<file path="config.mk">
export PLATFORM = sky130hd
export DESIGN_NAME = parity_stream_unit_flat
export DESIGN_NICKNAME = d
export VERILOG_FILES = /design/src/rtl/parity_stream_unit_if.sv /design/src/rtl/parity_stream_unit.sv /design/src/flat_wrapper.sv
export SDC_FILE = /design/constraint.sdc
export NUM_CORES = 1
export LEC_CHECK = 0
export CORE_UTILIZATION = 41
export CTS_CLUSTER_SIZE = 24
export DETAILED_ROUTE_END_ITERATION = 8
export PLACE_DENSITY = 0.79
export RECOVER_POWER = 100
export REMOVE_ABC_BUFFERS = 1
export SKIP_CTS_REPAIR_TIMING = 1
export SYNTH_ARGS = -nofsm -noshare
export SYNTH_HDL_FRONTEND = slang
export SYNTH_SLANG_ARGS = --single-unit
</file>
<file path="constraint.sdc">
create_clock -name clk -period 2.1 [get_ports clk]
set_input_delay 0.21 -clock clk [delete_from_list [all_inputs] [get_ports clk]]
set_output_delay 0.21 -clock clk [all_outputs]
set_load 0.01 [all_outputs]
</file>
<file path="src/rtl/parity_stream_unit_if.sv">
// Stream bundle for parity_stream_unit: input channel, output channel and
// error-counter sideband, with the unit's view (slave) and the source/sink view (master).
interface parity_stream_unit_if #(
    parameter int unsigned DATA_W = 8,
    parameter int unsigned CNT_W  = 8
);
    logic              mode_odd;
    logic              in_valid;
    logic              in_ready;
    logic [DATA_W-1:0] in_data;
    logic              in_par;
    logic              in_last;
    logic              out_valid;
    logic              out_ready;
    logic [DATA_W-1:0] out_data;
    logic              out_par;
    logic              out_err;
    logic              out_last;
    logic              out_frame_par;
    logic              err_clr;
    logic [CNT_W-1:0]  err_count;

    modport slave (
        input  mode_odd, in_valid, in_data, in_par, in_last, out_ready, err_clr,
        output in_ready, out_valid, out_data, out_par, out_err, out_last, out_frame_par,
               err_count
    );

    modport master (
        output mode_odd, in_valid, in_data, in_par, in_last, out_ready, err_clr,
        input  in_ready, out_valid, out_data, out_par, out_err, out_last, out_frame_par,
               err_count
    );
endinterface

</file>
<file path="src/rtl/parity_stream_unit.sv">
// Pipelined per-word and per-frame parity generator/checker with a single
// registered output stage and a saturating mismatch counter.
module parity_stream_unit #(
    parameter int unsigned DATA_W = 8,
    parameter int unsigned CNT_W  = 8
) (
    input  logic                  clk,
    input  logic                  rst,
    parity_stream_unit_if.slave   bus
);

    typedef enum logic {StIdle, StInFrame} state_e;

    state_e            r_state;
    logic              r_mode;
    logic              r_acc;
    logic              r_out_valid;
    logic [DATA_W-1:0] r_out_data;
    logic              r_out_par;
    logic              r_out_err;
    logic              r_out_last;
    logic              r_out_frame_par;
    logic [CNT_W-1:0]  r_err_count;

    logic w_ready;
    logic w_accept;
    logic w_mode;
    logic w_p;
    logic w_err;
    logic w_err_hit;

    assign w_ready   = !r_out_valid || bus.out_ready;
    assign w_accept  = bus.in_valid && w_ready;
    // Mode is taken live on a frame's first word, then frozen until its last word.
    assign w_mode    = (r_state == StInFrame) ? r_mode : bus.mode_odd;
    assign w_p       = ^bus.in_data;
    assign w_err     = w_p ^ bus.in_par ^ w_mode;
    assign w_err_hit = w_accept && w_err;

    always_ff @(posedge clk or posedge rst) begin
        if (rst) begin
            r_state         <= StIdle;
            r_mode          <= 1'b0;
            r_acc           <= 1'b0;
            r_out_valid     <= 1'b0;
            r_out_data      <= '0;
            r_out_par       <= 1'b0;
            r_out_err       <= 1'b0;
            r_out_last      <= 1'b0;
            r_out_frame_par <= 1'b0;
            r_err_count     <= '0;
        end else begin
            if (w_accept) begin
                r_out_valid     <= 1'b1;
                r_out_data      <= bus.in_data;
                r_out_par       <= w_p ^ w_mode;
                r_out_err       <= w_err;
                r_out_last      <= bus.in_last;
                r_out_frame_par <= bus.in_last ? (r_acc ^ w_p ^ w_mode) : 1'b0;
                if (bus.in_last) begin
                    r_acc   <= 1'b0;
                    r_state <= StIdle;
                end else begin
                    r_acc <= r_acc ^ w_p;
                    if (r_state == StIdle) begin
                        r_state <= StInFrame;
                        r_mode  <= bus.mode_odd;
                    end
                end
            end else if (bus.out_ready) begin
                r_out_valid     <= 1'b0;
                r_out_frame_par <= 1'b0;
            end

            if (bus.err_clr) begin
                r_err_count <= w_err_hit ? CNT_W'(1) : '0;
            end else if (w_err_hit && (r_err_count != '1)) begin
                r_err_count <= r_err_count + CNT_W'(1);
            end
        end
    end

    assign bus.in_ready      = w_ready;
    assign bus.out_valid     = r_out_valid;
    assign bus.out_data      = r_out_data;
    assign bus.out_par       = r_out_par;
    assign bus.out_err       = r_out_err;
    assign bus.out_last      = r_out_last;
    assign bus.out_frame_par = r_out_frame_par;
    assign bus.err_count     = r_err_count;

endmodule

</file>
<file path="src/flat_wrapper.sv">
// flat-port wrapper written by rule: the top's interface ports become plain ports
module parity_stream_unit_flat 
#(
    parameter int unsigned DATA_W = 8,
    parameter int unsigned CNT_W  = 8
)
  (clk, rst, bus_mode_odd, bus_in_valid, bus_in_data, bus_in_par, bus_in_last, bus_out_ready, bus_err_clr, bus_in_ready, bus_out_valid, bus_out_data, bus_out_par, bus_out_err, bus_out_last, bus_out_frame_par, bus_err_count);
  parity_stream_unit_if #(.DATA_W(DATA_W), .CNT_W(CNT_W)) bus_i ();
  input  logic clk;
  input  logic rst;
  input wire logic [$bits(bus_i.mode_odd)-1:0] bus_mode_odd;
  input wire logic [$bits(bus_i.in_valid)-1:0] bus_in_valid;
  input wire logic [$bits(bus_i.in_data)-1:0] bus_in_data;
  input wire logic [$bits(bus_i.in_par)-1:0] bus_in_par;
  input wire logic [$bits(bus_i.in_last)-1:0] bus_in_last;
  input wire logic [$bits(bus_i.out_ready)-1:0] bus_out_ready;
  input wire logic [$bits(bus_i.err_clr)-1:0] bus_err_clr;
  output wire logic [$bits(bus_i.in_ready)-1:0] bus_in_ready;
  output wire logic [$bits(bus_i.out_valid)-1:0] bus_out_valid;
  output wire logic [$bits(bus_i.out_data)-1:0] bus_out_data;
  output wire logic [$bits(bus_i.out_par)-1:0] bus_out_par;
  output wire logic [$bits(bus_i.out_err)-1:0] bus_out_err;
  output wire logic [$bits(bus_i.out_last)-1:0] bus_out_last;
  output wire logic [$bits(bus_i.out_frame_par)-1:0] bus_out_frame_par;
  output wire logic [$bits(bus_i.err_count)-1:0] bus_err_count;
  assign bus_i.mode_odd = bus_mode_odd;
  assign bus_i.in_valid = bus_in_valid;
  assign bus_i.in_data = bus_in_data;
  assign bus_i.in_par = bus_in_par;
  assign bus_i.in_last = bus_in_last;
  assign bus_i.out_ready = bus_out_ready;
  assign bus_i.err_clr = bus_err_clr;
  assign bus_in_ready = bus_i.in_ready;
  assign bus_out_valid = bus_i.out_valid;
  assign bus_out_data = bus_i.out_data;
  assign bus_out_par = bus_i.out_par;
  assign bus_out_err = bus_i.out_err;
  assign bus_out_last = bus_i.out_last;
  assign bus_out_frame_par = bus_i.out_frame_par;
  assign bus_err_count = bus_i.err_count;
  parity_stream_unit #(.DATA_W(DATA_W), .CNT_W(CNT_W)) u_core (.clk(clk), .rst(rst), .bus(bus_i));
endmodule
</file>
==> results of run 1 <==
## cell type report
class	count	area share [%]
Clock buffer	4	2.10
Sequential cell	24	34.8
Tap cell	31	2.24
Multi-Input combinational cell	77	35.0
Timing Repair Buffer	46	25.1
Inverter	4	0.869
## registers in the layout, indices dropped and copies added, names as in the netlist
register	count
u_core.bus.err_count	8
u_core.bus.out_data	8
u_core.bus.out_err	1
u_core.bus.out_frame_par	1
u_core.bus.out_last	1
u_core.bus.out_par	1
u_core.bus.out_valid	1
u_core.r_acc	1
u_core.r_mode	1
u_core.r_state	1
## worst paths after layout
| check | slack, ns | to | cells past startpoint |
|---|---|---|---|
| worst max-delay path | 0.09 | u_core.bus.err_count[5]$_DFFE_PP0P_ | 6 |
| worst min-delay path | 0.21 | u_core.bus.out_data[3]$_DFFE_PP0P_ | 2 |
| worst max register to register | 0.11 | u_core.bus.err_count[5]$_DFFE_PP0P_ | 6 |
| worst min register to register | 0.49 | u_core.bus.out_par$_DFFE_PP0P_ | 2 |
| max in group asynchronous | 0.65 | u_core.bus.out_data[5]$_DFFE_PP0P_ | 3 |
| min in group asynchronous | 0.73 | u_core.r_state$_DFFE_PP0P_ | 3 |
## per-stage QoR
stage	hold WS [ns]	cell area (um^2)	power [uW]	TNS [ns]
floorplan	0.225	1200	894	0
global placement	0.459	1670	1140	-1.31
detailed placement	0.466	1670	1160	-2.28
CTS	0.228	1710	1390	-0.0547
global route	0.211	1730	1450	-0.0337
finish	0.215	1730	1350	0
## power groups by stage
stage / Clock [uW] / Combinational (uW) / Sequential (uW)
after floorplan: 0 / 266 / 628
after global placement: 0 / 537 / 599
after detailed placement: 0 / 552 / 606
after CTS: 241 / 554 / 596
after global routing: 262 / 577 / 606
final: 231 / 530 / 593
## routing by layer
layer  track usage (%)  up-vias  share of wire [%]
met5                 0        -                  0
met4              4.29        0                  0
met3              2.76        0                5.3
met2              31.6       31                 51
met1              22.3      477                 43
li1                  -      473                  -
## cells by family (layout without fill, tap and decap cells)
group,after synthesis,count (layout)
flip-flops,24,24
adder cells (fa/ha/maj),1,1
XOR/XNOR,11,11
multiplexers,15,15
AND/OR/NAND/NOR,38,38
buffers and inverters,8,54
AO/OA/AOI/OAI,12,12
## cells in the mapped netlist (all sizes together)
library cell / n / share of area (%)
a21oi: 4 / 1.6
and2: 1 / 0.51
and3: 2 / 1.0
buf: 1 / 0.92
clkbuf: 3 / 0.92
dfrtp: 24 / 49
ha: 1 / 1.0
inv: 4 / 1.2
mux2: 12 / 11
mux2i: 3 / 2.4
nand2: 12 / 3.7
nand2b: 4 / 2.0
nand3: 2 / 0.82
nand4: 1 / 0.51
nor2: 5 / 1.5
nor2b: 3 / 1.5
nor3: 1 / 0.41
nor3b: 1 / 0.61
nor4: 2 / 1.0
o21a: 1 / 0.61
o21ai: 2 / 0.82
o31ai: 4 / 2.4
o32ai: 1 / 0.71
or3: 1 / 0.61
or4: 3 / 1.8
xnor2: 8 / 6.3
xnor3: 2 / 4.1
xor2: 1 / 0.71
## worst register-to-register path, stage by stage (launching register included)
cell,delay (ns)
dfrtp_1,0.43
ha_1,0.23
and3_1,0.20
nand3_1,0.14
nand4_1,0.24
nor4_2,0.30
mux2_2,0.36
==> flow_summary_export.csv, run 1 <==
group,metric,value,unit
run_status,run_status,"finished with violations",
run_status,violations,"DRC",
worst_setup_path,cp.buffers_inverters,1,
die,placementRows,19,
pwr,seqPwrFrac,43.8,%
cells_and_area,area_growth,40.9,%
pwr,internal-power,941,uW
clock_tree,cts.sinks,24,
cells_and_area,num_antenna_cells,0,
placed_design,dp_hpwl,2020,um
route,drt_iter0_drc,29,
pwr,peakVddDrop,0.455,mV
pwr,p_clk_share,17.1,%
worst_setup_path,crit_type,"in2reg",
cells_and_area,final_nets,173,
global_route,grt_pass1_wl,4370,um
synthesis,synth-compound-area-share,6.22,%
pwr,pwr_density_cell,784,nW/um^2
worst_setup_path,critical_path.max_stage_delay,0.45,ns
global_route,overflow,0,
timing,fmax,497,MHz
synthesis,synth_top_family_by_area,"simple AND/OR/NAND/NOR gates",
route,ant_nets,0,
synthesis,syn_area,1230,um^2
synthesis,ys_types,30,
placed_design,dp.cells,181,
die,initial_core_util,43.7,%
placed_design,place_congestion,0.881,
synthesis,synth_seq_area_share,49.0,%
hold_path,holdCritStartpoint,"bus_in_data[3]",
cells_and_area,final_util,61.6,%
clock_tree,clockBufferDepth,2,
die,dieArea,3210,um^2
pwr,p_switching,413,uW
die,io_pins,38,
route,drc,10,
clock_tree,root_buffer,"clkbuf_4",
placed_design,portBuffers,37,
synthesis,yosys.area_share.xor_xnor,11.1,%
worst_setup_path,critPathLaunch,"bus_in_data[7]",
placed_design,dp_slack,-0.383,ns
cells_and_area,layout_common_cells,"dlygate4sd3_1, dfrtp_1, nand2_1, mux2_2, clkdlybuf4s50_1",
die,core-area,2810,um^2
cells_and_area,multi_input_area,604,um^2
timing,final_max_slew_viol_count,0,
worst_setup_path,path_max_fanout,8,
timing,hold_violations,0,
timing,fin_crit_sh,95.7,%
worst_setup_path,crit_family,"XOR/XNOR gates",
synthesis,ys_warn_count,0,
route,avgRoutedWirePerCell,14.2,um
cells_and_area,ff_latch_area,601,um^2
worst_setup_path,worstSetupEndpointType,"register",
route,vias_per_cell,5.27,
timing,setup_viol,0,
hold_path,hold_path.class,"in2reg",
cells_and_area,stdcell_count,186,
worst_setup_path,rr_startpoint,"u_core.bus.err_count[0]$_DFFE_PP0P_",
worst_setup_path,cp_data_arrival_time,2.21,ns
synthesis,avgSynthCellArea,11.2,um^2
pwr,p_comb_share,39.1,%
clock_tree,cts_inserted_buffers,3,
job,drv_cap,0,
die,die_h,56.7,um
pwr,p_sw_share,30.5,%
synthesis,syn_inst,109,
clock_tree,path_clk_slew,0.12,ns
timing,setup_ws,0.0894,ns
timing,slew_headroom,17.8,%
worst_setup_path,worstSetupStartpointType,"input port",
worst_setup_path,cp_slowest_cell,"xnor3_2",
global_route,grt_antenna_before_repair,0,
timing,worst_slew_pin_slew,1.23,ns
synthesis,synth_seq_cells,24,
synthesis,synthSimpleGateAreaFrac,16.1,%
cells_and_area,drive_gt1_share,18.1,%
route,vias,981,
timing,finClkSkew,0.00110,ns
clock_tree,htreeDepth,1,
route,routed_wl,2640,um
clock_tree,clock_latency,0.30,ns
clock_tree,cts_tree,"built",
route,drtPass1Iterations,6,
synthesis,synth_fa_ha_area_share,1.02,%
global_route,grt_usage,17.7,%
worst_setup_path,path_cells,"clkdlybuf4s50_1 > xnor2_1 > xnor2_2 > xnor3_2 > nor4_2 > mux2_2",
timing,period_needed,2.01,ns
die,die_w,56.7,um
global_route,grt_pass1_vias,971,
synthesis,synthMuxAreaShare,13.5,%
global_route,grt_max_degree,25,
pwr,leakage,0.000792,uW
cells_and_area,fillCellCount,253,
worst_setup_path,cp_data_required_time,2.30,ns
(Power assumes the default switching activity.)
==> inputs of run 2 (changes only) <==
--- a/config.mk
+++ b/config.mk
@@ -5,6 +5,7 @@
 export SDC_FILE = /design/constraint.sdc
 export NUM_CORES = 1
 export LEC_CHECK = 0
+export CAP_MARGIN = 25
 export CORE_UTILIZATION = 41
 export CTS_CLUSTER_SIZE = 24
 export DETAILED_ROUTE_END_ITERATION = 8
==> results of run 2 <==
Same layout as run 1: the final DEF is identical, and so are final timing and power.
==> inputs of run 3 (changes only) <==
--- a/config.mk
+++ b/config.mk
@@ -6,10 +6,12 @@
 export NUM_CORES = 1
 export LEC_CHECK = 0
 export CAP_MARGIN = 25
-export CORE_UTILIZATION = 41
+export CELL_PAD_IN_SITES_DETAIL_PLACEMENT = 2
+export CELL_PAD_IN_SITES_GLOBAL_PLACEMENT = 2
+export CORE_UTILIZATION = 26
 export CTS_CLUSTER_SIZE = 24
 export DETAILED_ROUTE_END_ITERATION = 8
-export PLACE_DENSITY = 0.79
+export PLACE_DENSITY = 0.8
 export RECOVER_POWER = 100
 export REMOVE_ABC_BUFFERS = 1
 export SKIP_CTS_REPAIR_TIMING = 1
==> flow_summary_export.csv, run 3 (synthesis results as in run 1) <==
group,metric,value,unit
route,ant_nets,0,
die,placementRows,24,
die,die_w,70.7,um
clock_tree,cts_tree,"built",
route,drtPass1Iterations,6,
timing,hold_violations,0,
pwr,p_clk_share,20.0,%
run_status,violations,"DRC, setup timing",
worst_setup_path,crit_family,"XOR/XNOR gates",
route,drt_iter0_drc,55,
timing,period_needed,2.24,ns
global_route,grt_antenna_before_repair,0,
die,core-area,4440,um^2
cells_and_area,layout_common_cells,"dfrtp_1, dlygate4sd3_1, clkdlybuf4s50_1",
timing,setup_viol,7,
pwr,p_switching,527,uW
route,vias_per_cell,4.92,
clock_tree,clock_latency,0.27,ns
timing,rsz0062_at_grt,"true",
placed_design,dpl_cell_area,1700,um^2
worst_setup_path,path_cells,"mux2i_2 > xnor2_1 > xnor3_2 > buf_4 > or3_2 > o31ai_1",
worst_setup_path,cp.buffers_inverters,1,
worst_setup_path,path_max_fanout,6,
timing,fmax,446,MHz
pwr,internal-power,1110,uW
cells_and_area,final_util,42.3,%
worst_setup_path,rr_startpoint,"u_core.r_state$_DFFE_PP0P_",
clock_tree,htreeDepth,1,
global_route,grt_usage,14.8,%
global_route,grt_pass1_wl,5750,um
die,initial_core_util,27.6,%
pwr,seqPwrFrac,36.6,%
die,io_pins,38,
timing,hold-worst-slack,0.491,ns
global_route,grt_max_degree,25,
route,routed_wl,3810,um
hold_path,hold_path.class,"reg2reg",
timing,final_max_slew_viol_count,0,
cells_and_area,final_common_cell,"dfrtp_1",
hold_path,holdCritStartpoint,"u_core.bus.out_last$_DFFE_PP0P_",
worst_setup_path,critPathLaunch,"u_core.r_state$_DFFE_PP0P_",
cells_and_area,final_nets,180,
run_status,run_status,"finished with violations",
cells_and_area,area_growth,53.4,%
clock_tree,path_clk_slew,0.09,ns
worst_setup_path,worstSetupStartpointType,"register",
die,dieArea,4990,um^2
worst_setup_path,worstSetupEndpointType,"register",
route,drc,10,
timing,finClkSkew,0.00224,ns
clock_tree,cts.sinks,24,
placed_design,place_congestion,0.792,
die,die_h,70.7,um
worst_setup_path,critical_path.max_stage_delay,0.54,ns
clock_tree,root_buffer,"clkbuf_8",
worst_setup_path,cp_data_required_time,2.27,ns
job,drv_cap,0,
pwr,pwr_density_cell,869,nW/um^2
pwr,leakage,0.000802,uW
placed_design,dp.cells,202,
clock_tree,cts_inserted_buffers,3,
timing,worst_slew_pin_slew,1.38,ns
pwr,peakVddDrop,0.376,mV
timing,fin_crit_sh,107,%
placed_design,dp_hpwl,2630,um
cells_and_area,stdcell_count,214,
cells_and_area,fin_area,1880,um^2
global_route,overflow,0,
clock_tree,clockBufferDepth,2,
timing,slew_headroom,7.67,%
worst_setup_path,cp_data_arrival_time,2.42,ns
route,vias,1052,
pwr,p_sw_share,32.2,%
route,avgRoutedWirePerCell,17.8,um
cells_and_area,drive_gt1_share,28.4,%
timing,setup_ws,-0.142,ns
pwr,power,1640,uW
worst_setup_path,cp_slowest_cell,"xnor3_2",
pwr,p_comb_share,43.4,%
cells_and_area,num_antenna_cells,0,
worst_setup_path,crit_type,"reg2reg",
global_route,grt_pass1_vias,1159,
placed_design,portBuffers,37,
[run 3: changes by cell type in the layout (fill, tap and decap cells not counted), sizes merged]
cell	change
dlymetal6s2s	-4
clkdlybuf4s50	+9
dlygate4sd3	-5
buf	+9
clkbuf	-2
[run 3: worst min-delay path: cells and delay by family, from the launching register on]
family,cells,cell delay (ns)
flip-flops,1,0.35
AND/OR/NAND/NOR,2,0.11
[run 3: power groups by stage]
stage / Clock [uW] / Sequential (uW) / Combinational, uW
6_report: 326 / 599 / 710
5_1_grt: 359 / 613 / 765
4_1_cts: 337 / 603 / 572
3_5_place_dp: 0 / 613 / 568
3_3_place_gp: 0 / 603 / 545
2_1_floorplan: 0 / 628 / 266
[run 3: final timing paths]
path                       slack [ns]                                   to  depth (start not counted)
max                             -0.14  u_core.bus.err_count[0]$_DFFE_PP0P_                          6
min                              0.49      u_core.bus.out_last$_DFFE_PP0P_                          2
max reg2reg                     -0.14  u_core.bus.err_count[0]$_DFFE_PP0P_                          6
min reg2reg                      0.49      u_core.bus.out_last$_DFFE_PP0P_                          2
max in group asynchronous        0.45      u_core.bus.out_last$_DFFE_PP0P_                          3
min in group asynchronous        0.84  u_core.bus.err_count[7]$_DFFE_PP0P_                          3
[run 3: final cells by class]
class                   instances  area (um^2)
fillers                       467         2560
multi-input cells              77          658
flip-flops and latches         24          601
repair buffers                 53          487
well taps                      52         65.1
clock buffers                   4         55.1
inverters                       4         15.0
[run 3: through the flow]
step | worst slack (ns) | setup TNS (ns)
global route | -0.245 | -1.43
CTS | -0.169 | -0.384
global placement | -0.305 | -1.87
floorplan | 0.192 | 0
finish | -0.142 | -0.701
detailed placement | -0.442 | -2.37
[run 3: routing by layer]
layer  part of all wire [%]  routed length, um  track usage, %  up-vias
met5                      0                  0               0        -
met4                   0.71                 27            2.67        0
met3                    4.8                183            3.28        4
met2                     53               2020            27.4       33
met1                     42               1590            17.8      532
li1                       -                  -               -      483
